==> config.mk <==
export PLATFORM = sky130hd
export DESIGN_NAME = fir_mac_acc_flat
export DESIGN_NICKNAME = d
export VERILOG_FILES = /design/src/rtl/fir_pkg.sv /design/src/rtl/fir_mac_acc_if.sv /design/src/rtl/fir_round_sat.sv /design/src/rtl/fir_mac_acc.sv /design/src/flat_wrapper.sv
export SDC_FILE = /design/constraint.sdc
export NUM_CORES = 1
export LEC_CHECK = 0
export ABC_AREA = 0
export CAP_MARGIN = 5
export CORE_MARGIN = 5
export CORE_UTILIZATION = 50
export DETAILED_ROUTE_END_ITERATION = 7
export PLACE_DENSITY = 0.71
export SLEW_MARGIN = 5
export SYNTH_ARGS = -nofsm -noshare
export SYNTH_HDL_FRONTEND = slang
export SYNTH_SLANG_ARGS = --single-unit
==> constraint.sdc <==
create_clock -name clk -period 6.15 [get_ports clk]
set_input_delay 0.615 -clock clk [delete_from_list [all_inputs] [get_ports clk]]
set_output_delay 0.615 -clock clk [all_outputs]
set_load 0.01 [all_outputs]
==> src/rtl/fir_pkg.sv <==
// Shared definitions for the FIR datapath blocks: default widths, clog2 and the
// common shift/round/saturate helper.
package fir_pkg;

   localparam int unsigned DEF_DATA_W = 16;
   localparam int unsigned DEF_COEF_W = 16;
   localparam int unsigned DEF_TAPS   = 64;

   // Working width of the round/saturate helper; callers sign-extend into it.
   localparam int unsigned RS_W = 128;

   typedef struct packed {
      logic signed [RS_W-1:0] val;
      logic                   sat;
   } rs_t;

   function automatic int unsigned clog2(input int unsigned n);
      int unsigned r;
      r = 0;
      while ((32'd1 << r) < n) r++;
      return r;
   endfunction

   // Round half up by 'shift' bits, then optionally clamp to a signed out_w range.
   function automatic rs_t round_sat(input logic signed [RS_W-1:0] sum,
                                     input int unsigned shift,
                                     input int unsigned out_w,
                                     input logic sat_en);
      rs_t                    res;
      logic signed [RS_W-1:0] r;
      logic signed [RS_W-1:0] hi;
      logic signed [RS_W-1:0] lo;
      r = sum;
      if (shift > 0) r = r + (RS_W'(1) << (shift - 1));
      r = r >>> shift;
      hi = (RS_W'(1) << (out_w - 1)) - 1;
      lo = ~hi;
      res.val = r;
      res.sat = 1'b0;
      if (sat_en) begin
         if (r > hi) begin
            res.val = hi;
            res.sat = 1'b1;
         end else if (r < lo) begin
            res.val = lo;
            res.sat = 1'b1;
         end
      end
      return res;
   endfunction

endpackage

==> src/rtl/fir_mac_acc_if.sv <==
// Stream bus of the FIR MAC engine: sample/coeff input handshake, result output
// handshake, frame flush and tap position.
interface fir_mac_acc_if import fir_pkg::*; #(
   parameter int unsigned DATA_W = DEF_DATA_W,
   parameter int unsigned COEF_W = DEF_COEF_W,
   parameter int unsigned OUT_W  = 32,
   parameter int unsigned TAPS   = DEF_TAPS
) ();

   localparam int unsigned IDX_W = clog2(TAPS);

   logic                     clear;
   logic                     in_valid;
   logic                     in_ready;
   logic signed [DATA_W-1:0] x;
   logic signed [COEF_W-1:0] coeff;
   logic                     out_valid;
   logic                     out_ready;
   logic        [OUT_W-1:0]  y;
   logic                     y_sat;
   logic        [IDX_W-1:0]  tap_idx;

   modport master (
      output clear, in_valid, x, coeff, out_ready,
      input  in_ready, out_valid, y, y_sat, tap_idx
   );

   modport slave (
      input  clear, in_valid, x, coeff, out_ready,
      output in_ready, out_valid, y, y_sat, tap_idx
   );

endinterface

==> src/rtl/fir_round_sat.sv <==
// Combinational output stage: arithmetic shift with round-half-up, then optional
// saturation to OUT_W with a clip flag.
module fir_round_sat import fir_pkg::*; #(
   parameter int unsigned IN_W   = 34,
   parameter int unsigned OUT_W  = 32,
   parameter int unsigned SHIFT  = 0,
   parameter bit          SAT_EN = 1'b1
) (
   input  logic signed [IN_W-1:0]  i_sum,
   output logic        [OUT_W-1:0] o_y,
   output logic                    o_sat
);

   logic signed [RS_W-1:0] w_sum_ext;
   rs_t                    w_res;
   logic                   w_unused;

   assign w_sum_ext = RS_W'(i_sum);
   assign w_res     = round_sat(w_sum_ext, SHIFT, OUT_W, SAT_EN);
   assign o_y       = w_res.val[OUT_W-1:0];
   assign o_sat     = w_res.sat;
   // Bits above OUT_W are only meaningful in wrap mode, where they are dropped.
   assign w_unused  = ^w_res.val[RS_W-1:OUT_W];

endmodule

==> src/rtl/fir_mac_acc.sv <==
// Pipelined multiply-accumulate: product stage, accumulate stage and a registered
// rounded/saturated output, all frozen together while the output is backpressured.
module fir_mac_acc import fir_pkg::*; #(
   parameter int unsigned DATA_W = DEF_DATA_W,
   parameter int unsigned COEF_W = DEF_COEF_W,
   parameter int unsigned TAPS   = DEF_TAPS,
   parameter int unsigned OUT_W  = 32,
   parameter int unsigned SHIFT  = 0,
   parameter bit          SAT_EN = 1'b1
) (
   input logic           clk,
   input logic           rst,
   fir_mac_acc_if.slave  io_bus
);

   localparam int unsigned PROD_W = DATA_W + COEF_W;
   localparam int unsigned IDX_W  = clog2(TAPS);
   localparam int unsigned ACC_W  = PROD_W + IDX_W;

   logic        [IDX_W-1:0]  r_tap_idx;
   logic signed [PROD_W-1:0] r_p;
   logic                     r_p_vld;
   logic                     r_p_last;
   logic                     r_p_first;
   logic signed [ACC_W-1:0]  r_acc;
   logic                     r_acc_last;
   logic                     r_out_valid;
   logic        [OUT_W-1:0]  r_y;
   logic                     r_y_sat;

   logic                     w_adv;
   logic                     w_in_ready;
   logic                     w_accept;
   logic                     w_last_tap;
   logic signed [PROD_W-1:0] w_prod;
   logic signed [ACC_W-1:0]  w_acc_base;
   logic        [OUT_W-1:0]  w_y;
   logic                     w_y_sat;

   assign w_adv      = !(r_out_valid && !io_bus.out_ready);
   assign w_in_ready = w_adv && !rst && !io_bus.clear;
   assign w_accept   = io_bus.in_valid && w_in_ready;
   assign w_last_tap = (r_tap_idx == IDX_W'(TAPS - 1));
   assign w_prod     = PROD_W'(io_bus.x) * PROD_W'(io_bus.coeff);
   // The first product of a frame overwrites, so frames can run back to back.
   assign w_acc_base = r_p_first ? '0 : r_acc;

   fir_round_sat #(
      .IN_W   (ACC_W),
      .OUT_W  (OUT_W),
      .SHIFT  (SHIFT),
      .SAT_EN (SAT_EN)
   ) u_round_sat (
      .i_sum (r_acc),
      .o_y   (w_y),
      .o_sat (w_y_sat)
   );

   always_ff @(posedge clk) begin
      if (rst) begin
         r_tap_idx   <= '0;
         r_p         <= '0;
         r_p_vld     <= 1'b0;
         r_p_last    <= 1'b0;
         r_p_first   <= 1'b0;
         r_acc       <= '0;
         r_acc_last  <= 1'b0;
         r_out_valid <= 1'b0;
         r_y         <= '0;
         r_y_sat     <= 1'b0;
      end else begin
         if (io_bus.clear) begin
            r_tap_idx  <= '0;
            r_p_vld    <= 1'b0;
            r_acc      <= '0;
            r_acc_last <= 1'b0;
         end else if (w_adv) begin
            r_p_vld <= w_accept;
            if (w_accept) begin
               r_p       <= w_prod;
               r_p_last  <= w_last_tap;
               r_p_first <= (r_tap_idx == '0);
               r_tap_idx <= w_last_tap ? '0 : r_tap_idx + IDX_W'(1);
            end
            if (r_p_vld) r_acc <= w_acc_base + ACC_W'(r_p);
            r_acc_last <= r_p_vld && r_p_last;
         end
         // A pending result is never flushed by clear, only replaced or consumed.
         if (w_adv) begin
            r_out_valid <= r_acc_last;
            if (r_acc_last) begin
               r_y     <= w_y;
               r_y_sat <= w_y_sat;
            end
         end
      end
   end

   assign io_bus.in_ready  = w_in_ready;
   assign io_bus.out_valid = r_out_valid;
   assign io_bus.y         = r_y;
   assign io_bus.y_sat     = r_y_sat;
   assign io_bus.tap_idx   = r_tap_idx;

endmodule

==> src/flat_wrapper.sv <==
// flat-port wrapper written by rule: the top's interface ports become plain ports
module fir_mac_acc_flat import fir_pkg::*;
#(
   parameter int unsigned DATA_W = DEF_DATA_W,
   parameter int unsigned COEF_W = DEF_COEF_W,
   parameter int unsigned TAPS   = DEF_TAPS,
   parameter int unsigned OUT_W  = 32,
   parameter int unsigned SHIFT  = 0,
   parameter bit          SAT_EN = 1'b1
)
  (clk, rst, io_bus_clear, io_bus_in_valid, io_bus_x, io_bus_coeff, io_bus_out_ready, io_bus_in_ready, io_bus_out_valid, io_bus_y, io_bus_y_sat, io_bus_tap_idx);
  fir_mac_acc_if #(.DATA_W(DATA_W), .COEF_W(COEF_W), .OUT_W(OUT_W), .TAPS(TAPS)) io_bus_i ();
  input logic clk;
  input logic rst;
  input wire logic [$bits(io_bus_i.clear)-1:0] io_bus_clear;
  input wire logic [$bits(io_bus_i.in_valid)-1:0] io_bus_in_valid;
  input wire logic [$bits(io_bus_i.x)-1:0] io_bus_x;
  input wire logic [$bits(io_bus_i.coeff)-1:0] io_bus_coeff;
  input wire logic [$bits(io_bus_i.out_ready)-1:0] io_bus_out_ready;
  output wire logic [$bits(io_bus_i.in_ready)-1:0] io_bus_in_ready;
  output wire logic [$bits(io_bus_i.out_valid)-1:0] io_bus_out_valid;
  output wire logic [$bits(io_bus_i.y)-1:0] io_bus_y;
  output wire logic [$bits(io_bus_i.y_sat)-1:0] io_bus_y_sat;
  output wire logic [$bits(io_bus_i.tap_idx)-1:0] io_bus_tap_idx;
  assign io_bus_i.clear = io_bus_clear;
  assign io_bus_i.in_valid = io_bus_in_valid;
  assign io_bus_i.x = io_bus_x;
  assign io_bus_i.coeff = io_bus_coeff;
  assign io_bus_i.out_ready = io_bus_out_ready;
  assign io_bus_in_ready = io_bus_i.in_ready;
  assign io_bus_out_valid = io_bus_i.out_valid;
  assign io_bus_y = io_bus_i.y;
  assign io_bus_y_sat = io_bus_i.y_sat;
  assign io_bus_tap_idx = io_bus_i.tap_idx;
  fir_mac_acc #(.DATA_W(DATA_W), .COEF_W(COEF_W), .TAPS(TAPS), .OUT_W(OUT_W), .SHIFT(SHIFT), .SAT_EN(SAT_EN)) u_core (.clk(clk), .rst(rst), .io_bus(io_bus_i));
endmodule
==> results of run 1 <==
## final cells by class
type	count	area (um^2)	area share, %
clock inverters	15	195	0.988
multi-input cells	1390	12700	64.3
inverters	332	1250	6.33
well taps	442	553	2.80
clock buffers	17	425	2.15
flip-flops and latches	114	2280	11.6
repair buffers	266	2350	11.9
## final timing paths
kind	slack, ps	cells after the start	start	to
setup / recovery	240	22	io_bus_x[14]	u_core.r_p[28]
hold / removal	460	2	u_core.r_p[13]	u_core.r_p[13]
setup reg to reg	2410	13	u_core.r_p_first	u_core.r_acc[30]
hold reg to reg	460	2	u_core.r_p[13]	u_core.r_p[13]
## metrics by stage
step | cells | setup WS, ps | hold slack [ps] | cell area [um^2]
2_1_floorplan | 1910 | 13.9 | 436 | 16200
4_1_cts | 2554 | 9.17 | 464 | 19200
3_5_place_dp | 2519 | -731 | 456 | 18500
3_3_place_gp | 2519 | -599 | 452 | 18500
5_1_grt | 2576 | -12.7 | 481 | 19700
6_report | 2576 | 244 | 464 | 19700
## per-layer routing
layer / track usage (%) / vias up
met5: 0 / -
met4: 6.46 / 0
met3: 2.39 / 91
met2: 39.8 / 364
met1: 27.2 / 6724
li1: - / 6472
## flip-flops by register name, indices dropped and copies added, names as in the netlist
| signal | cells |
|---|---|
| u_core.io_bus.y_sat | 1 |
| u_core.r_acc_last | 1 |
| u_core.r_p_last | 1 |
| u_core.r_p_vld | 1 |
| u_core.io_bus.tap_idx | 6 |
| u_core.io_bus.y | 32 |
| u_core.r_p_first | 1 |
| u_core.io_bus.out_valid | 1 |
| u_core.r_p | 32 |
| u_core.r_acc | 38 |
## worst max-delay path, stage by stage
cell and delay [ps]:
dlygate4sd2_1 410, nand2_1 130, fa_1 530, fa_2 590, fa_1 410, inv_1 80
fa_2 470, fa_1 540, inv_2 40, fa_1 520, inv_2 50, ha_4 270
and3_4 180, and3_4 180, nand4_1 210, a31oi_4 250, o221ai_2 140, buf_4 150
buf_4 130, o21ai_2 110, xnor2_1 120, o21ai_1 70
## kinds of logic (layout without fill, tap and decap cells)
kind of cell	count (synthesis)	after routing
AOI/OAI and AO/OA	337	337
xor gates and xnor gates	45	45
adders and majority gates	384	384
buffers and inverters	406	630
DFF	114	114
muxes	4	4
and+or+nand+nor	620	620
## timing repair
action,CTS,global route
gates resized for setup,24,128
setup buffers,3,14
cloned,0,8
setup endpoints to repair,10,16
pin swaps,16,61
## cells in the mapped netlist (14+ instances only)
cell type  count
nand3_1       28
nor3_1        24
o21ai_1       14
o21a_1        22
clkbuf_1      72
ha_1         121
a21oi_1      141
inv_1        331
xnor2_1       37
a21o_1        24
nor2_1        89
and2_1       133
nor2b_1       41
dfxtp_1      114
fa_1         263
nand2_1      230
o21ai_0       60
==> qor_table.md, run 1 <==
| Metric | Value | Unit |
|:---|:---|:---|
| Result of the run | finished clean | - |
| Core outline area | 32300 | um^2 |
| Post-layout nets | 2542 | - |
| Total global routing track utilization | 21.8 | % |
| Max-Cap Viols | 0 | - |
| Drt total wl | 39500 | um |
| Die extent in y | 190 | um |
| Met2 wire length | 20000 | um |
| I/O pin total | 78 | - |
| Fraction of synthesized cell area in xor and xnor cells | 2.43 | % |
| Most used cells in the layout excluding fill and tap cells | 314 x inv_1, 246 x fa_1, 224 x nand2_1 | - |
| Ys Warns | 0 | - |
| Largest net degree at the start of global routing | 48 | - |
| Antenna Diode Count | 0 | - |
| Netlist area before placement | 16200 | um^2 |
| Wirelength per Cell | 15.3 | um |
| Worst slew margin relative to its limit | 14.5 | % |
| Max-slew violation count | 0 | - |
| Wire length of the first global-routing pass | 65400 | um |
| Leading cell type in the layout, fill and taps excluded | inv_1 | - |
| Setup crit end kind | flip-flop | - |
| Met3 layer wire length in the routed design | 1910 | um |
| TritonCTS Sinks | 114 | - |
| Number of synthesized flops with an enable pin | 0 | - |
| Latest clock arrival within the worst-skew pair | 430 | ps |
| DR DRC count | 0 | - |
| Crit path required time | 6460 | ps |
| Adder and majority gate portion of the synthesized area | 41.9 | % |
| TritonCTS clock tree | done | - |
| Number of register bits inferred by synthesis | 114 | - |
| Area fraction in and, or, nand and nor cells after synthesis | 19.0 | % |
| Root buf cell | clkbuf_16 | - |
| Post-synthesis cell type count | 69 | - |
| Area growth from synthesis to final layout | 21.9 | % |
| Fraction of post-synthesis cell area in the top cell type by area | 32.5 | % |
| Instance count of the mapped netlist | 1910 | - |
| Routed via count divided by cell count | 5.30 | - |
| Slew at the pin closest to its max-slew limit | 1280 | ps |
| Fill cell total of the finished layout | 2687 | - |
| Die span in x | 190 | um |
| Period Utilization, post-route | 96.0 | % |
| Share of cell area taken by muxes after synthesis | 0.247 | % |
| Synth Flop Type | dfxtp_1 | - |
| Post-synthesis async set-or-reset flop share | 0 | % |
| Clk_skew | 12.1 | ps |
| Top Metal Used | met4 | - |
| Final weighted congestion in routability-driven placement | 0.878 | - |
| Routed met1 length | 16400 | um |
| Number of buffers on the longest clock path | 2 | - |
| Cell types occupying the most area after synthesis | fa_1 33%, dfxtp_1 14%, ha_1 9.3% | - |
| Share of final-layout standard cells stronger than drive strength 1 | 15.4 | % |
| Initial DRC Count | 900 | - |
| Number of levels the H-tree was split into | 4 | - |
| Die outline area | 36100 | um^2 |
| Cell taking the most area after synthesis | fa_1 | - |
| Clock edge transition at the registers on the reported setup and hold paths | 60 | ps |
| Cell Rows | 66 | - |
| Number of antenna violations at the first check in global routing | 0 | - |
| Post-CTS Hold Buffers | 0 | - |
| Setup Viol. Count Final | 0 | - |
| Critical Path Fanout Max | 7 | - |
| Number of input and output port buffers inserted | 77 | - |
| Compound-gate portion of the synthesized area | 13.0 | % |
| Number of CTS-inserted buffers | 17 | - |
| Critical Path Source Type | input pin | - |
| Endpoint arrival time on the critical path | 6210 | ps |
| Type of the setup path with the least slack | in -> reg | - |
| Synthesized area divided by synthesized cell count | 8.48 | um^2 |
| Initial Utilization | 50.2 | % |
| Dominant combinational cell family by area after synthesis | adder cells | - |
| Final standard cell utilization of the core | 61.2 | % |
| Seq/Total Area, Yosys | 14.1 | % |
| Total vias in the final route | 13.7k | - |
| Count of antenna-violating nets left after detailed routing | 0 | - |
| TNS Setup | 0 | ps |
| Drt first pass iters | 6 | - |
| Via count of the first global-routing pass | 14.2k | - |
| Synthesized net count | 2331 | - |
| Post-layout min period | 5910 | ps |
| Hold Fails Final Rpt | 0 | - |
| Detailed placement HPWL | 30900 | um |
| Max Clk Rate | 169 | MHz |
| Overall overflow remaining after global route | 0 | - |
| Class of the tightest hold or removal check | reg -> reg | - |
Power of run 1 is left out: the tool's default activity adds up to more than one toggle a clock period on the data nets, which glitch-free logic cannot reach.
==> inputs of run 2 (changes only) <==
--- a/config.mk
+++ b/config.mk
@@ -10,6 +10,7 @@
 export CORE_MARGIN = 5
 export CORE_UTILIZATION = 50
 export DETAILED_ROUTE_END_ITERATION = 7
+export HOLD_SLACK_MARGIN = 0.08
 export PLACE_DENSITY = 0.71
 export SLEW_MARGIN = 5
 export SYNTH_ARGS = -nofsm -noshare
==> results of run 2 <==
The final DEF is identical to that of run 1; final timing and power are the same.
Power of run 2 is left out for the same reason.
==> inputs of run 3 (changes only) <==
--- a/config.mk
+++ b/config.mk
@@ -11,7 +11,7 @@
 export CORE_UTILIZATION = 50
 export DETAILED_ROUTE_END_ITERATION = 7
 export HOLD_SLACK_MARGIN = 0.08
-export PLACE_DENSITY = 0.71
+export PLACE_DENSITY = 0.68
 export SLEW_MARGIN = 5
 export SYNTH_ARGS = -nofsm -noshare
 export SYNTH_HDL_FRONTEND = slang
==> constraint.sdc (replaced) <==
create_clock -name clk -period 6.35 [get_ports clk]
set_input_delay 0.635 -clock clk [delete_from_list [all_inputs] [get_ports clk]]
set_output_delay 0.635 -clock clk [all_outputs]
set_load 0.01 [all_outputs]
==> qor_table.md, run 3 (synthesis results as in run 1) <==
| Metric | Value | Unit | vs previous |
|:---|:---|:---|:---|
| Result of the run | finished clean | - | unchanged |
| Min-Delay Path Depth | 2 | - | unchanged |
| Cell mode on critical path | fa_1 | - | unchanged |
| Endpoint arrival time on the critical path | 6520 | ps | was 6210 ps |
| Post-CTS Hold Buffers | 0 | - | unchanged |
| Number of flip-flops under the largest register name | 38 | - | unchanged |
| I/O pin total | 78 | - | unchanged |
| Core outline area | 32300 | um^2 | unchanged |
| Largest net degree at the start of global routing | 48 | - | unchanged |
| Count of antenna-violating nets left after detailed routing | 0 | - | unchanged |
| TritonCTS clock tree | done | - | unchanged |
| TritonCTS Sinks | 114 | - | unchanged |
| Slew at the pin closest to its max-slew limit | 972 | ps | was 1280 ps |
| Length in cells of the worst reg-to-reg path | 12 | - | was 13 |
| Post-layout min period | 6230 | ps |  |
| Wirelength per Cell | 15.3 | um | about the same |
| Post-layout nets | 2520 | - | was 2542 |
| Total global routing track utilization | 22.3 | % | was 21.8% |
| Type of the setup path with the least slack | in -> reg | - | unchanged |
| Critical-path cell list | clkdlybuf4s50_1 > buf_6 > nand2_1 > fa_1 > fa_2 > fa_2 > fa_1 > inv_1 > fa_1 > fa_1 > ha_4 > and4_4 > nand2_1 > o211ai_1 > o2111ai_2 > o21ai_2 > a211oi_2 > buf_4 > o21a_1 > o21ai_1 > a21oi_1 | - | was dlygate4sd2_1 > nand2_1 > fa_1 > fa_2 > fa_1 > inv_1 > fa_2 > fa_1 > inv_2 > fa_1 > inv_2 > ha_4 > and3_4 > and3_4 > nand4_1 > a31oi_4 > o221ai_2 > buf_4 > buf_4 > o21ai_2 > xnor2_1 > o21ai_1 |
| Max-Cap Viols | 0 | - | unchanged |
| Drt total wl | 39100 | um | was 39500 um |
| Critical Path Fanout Max | 8 | - | was 7 |
| Die extent in y | 190 | um | unchanged |
| Max-slew violation count | 0 | - | unchanged |
| Wire length of the first global-routing pass | 67500 | um | was 65400 um |
| Final standard cell utilization of the core | 60.4 | % | was 61.2% |
| Smallest hold slack | 463 | ps | was 464 ps |
| Total vias in the final route | 13.4k | - | was 13.7k |
| Die span in x | 190 | um | unchanged |
| Latest clock arrival within the worst-skew pair | 420 | ps | was 430 ps |
| Clock edge transition at the registers on the reported setup and hold paths | 60 | ps | about the same |
| Most used cells in the layout excluding fill and tap cells | 325 x inv_1, 251 x fa_1, 227 x nand2_1 | - | was 314 x inv_1, 246 x fa_1, 224 x nand2_1 |
| Number of CTS-inserted buffers | 17 | - | unchanged |
| Setup crit end kind | flip-flop | - | unchanged |
| Clk_skew | 7.19 | ps | was 12.1 ps |
| Routed via count divided by cell count | 5.26 | - | was 5.30 |
| Fill cell total of the finished layout | 2783 | - | was 2687 |
| Placement-stage cell area | 18500 | um^2 | about the same |
| Root buf cell | clkbuf_16 | - | unchanged |
| Number of antenna violations at the first check in global routing | 0 | - | unchanged |
| Max stage delay on crit path | 600 | ps | was 590 ps |
| Initial DRC Count | 802 | - | was 900 |
| Library cell contributing the largest single delay on the critical path | fa_2 | - | unchanged |
| Die outline area | 36100 | um^2 | unchanged |
| Leading cell type in the layout, fill and taps excluded | inv_1 | - | unchanged |
| Post-route insts no fill | 2554 | - | was 2576 |
| Count of placed standard cells including taps | 2509 | - | was 2519 |
| Critical Path Source Type | input pin | - | unchanged |
| Detailed placement HPWL | 31500 | um | was 30900 um |
| Class of the tightest hold or removal check | reg -> reg | - | unchanged |
| Post-route design area | 19500 | um^2 | was 19700 um^2 |
| Number of levels the H-tree was split into | 4 | - | unchanged |
| Cell Rows | 66 | - | unchanged |
| Area growth from synthesis to final layout | 20.5 | % | was 21.9% |
| Final weighted congestion in routability-driven placement | 0.900 | - | was 0.878 |
| DR DRC count | 0 | - | unchanged |
| Share of final-layout standard cells stronger than drive strength 1 | 13.0 | % | was 15.4% |
| Overall overflow remaining after global route | 0 | - | unchanged |
| Setup Viol. Count Final | 0 | - | unchanged |
| Initial Utilization | 50.2 | % | unchanged |
| Via count of the first global-routing pass | 14.7k | - | was 14.2k |
| Antenna Diode Count | 0 | - | unchanged |
| Crit path required time | 6640 | ps | was 6460 ps |
| Largest register by flop count | u_core.r_acc | - | unchanged |
| Worst slew margin relative to its limit | 34.8 | % | was 14.5% |
| Number of input and output port buffers inserted | 77 | - | unchanged |
| Number of buffers on the longest clock path | 2 | - | unchanged |
| Period Utilization, post-route | 98.2 | % |  |
| Drt first pass iters | 5 | - | was 6 |
| Max Clk Rate | 160 | MHz |  |
| Hold Fails Final Rpt | 0 | - | unchanged |
[run 3: changes by cell type in the layout (fill, tap and decap cells not counted), sizes merged]
cell           previous run  this run
dlymetal6s2s             23        15
dlygate4sd2               3         4
clkbuf                   22        17
clkdlybuf4s50            46        58
buf                     189       167
inv                     337       339
clkinv                    4         2
[run 3: area by class of cell]
class | instances | area [um^2] | share of cell area, %
Clock buffer | 17 | 425 | 2.18
Clock inverter | 15 | 194 | 0.994
Inverter | 332 | 1250 | 6.39
Multi-Input combinational cell | 1390 | 12600 | 64.7
Sequential cell | 114 | 2280 | 11.7
Tap cell | 442 | 553 | 2.83
Timing Repair Buffer | 244 | 2180 | 11.2
[run 3: critical path, delay by kind of cell]
family          cells  cell delay [ps]
compound gates      7             1290
fa+ha+maj           7             3410
buf+inv             4              830
simple gates        3              350
[run 3: metrics by stage]
stage | setup WS [ps] | setup TNS (ps)
floorplan | 143 | 0
global placement | -509 | -4570
detailed placement | -589 | -5790
CTS | 8.11 | 0
global route | -110 | -315
finish | 117 | 0
[run 3: repair_timing]
| item | 4_1_cts | 5_1_grt |
|---|---|---|
| setup endpoints to repair | 6 | 13 |
| pin swaps | 0 | 47 |
| setup buffers | 0 | 8 |
| gates resized for setup | 8 | 81 |
| gates cloned | 0 | 5 |
[run 3: per-layer routing]
layer	wire length (um)	part of all wire [%]	track usage [%]
met1	16300	42	27.6
met2	20300	52	41.1
met3	1500	3.8	2.81
met4	1080	2.8	6.04
met5	0	0	0
[run 3: path summary, 6_finish.rpt]
kind | startpoint | slack, ps | end
worst max register to register | u_core.r_p_first | 2810 | u_core.r_acc[37]
worst min register to register | u_core.r_p[11] | 460 | u_core.r_p[11]
worst max-delay path | io_bus_coeff[1] | 120 | u_core.r_p[29]
worst min-delay path | u_core.r_p[11] | 460 | u_core.r_p[11]
Power of run 3 is left out for the same reason.
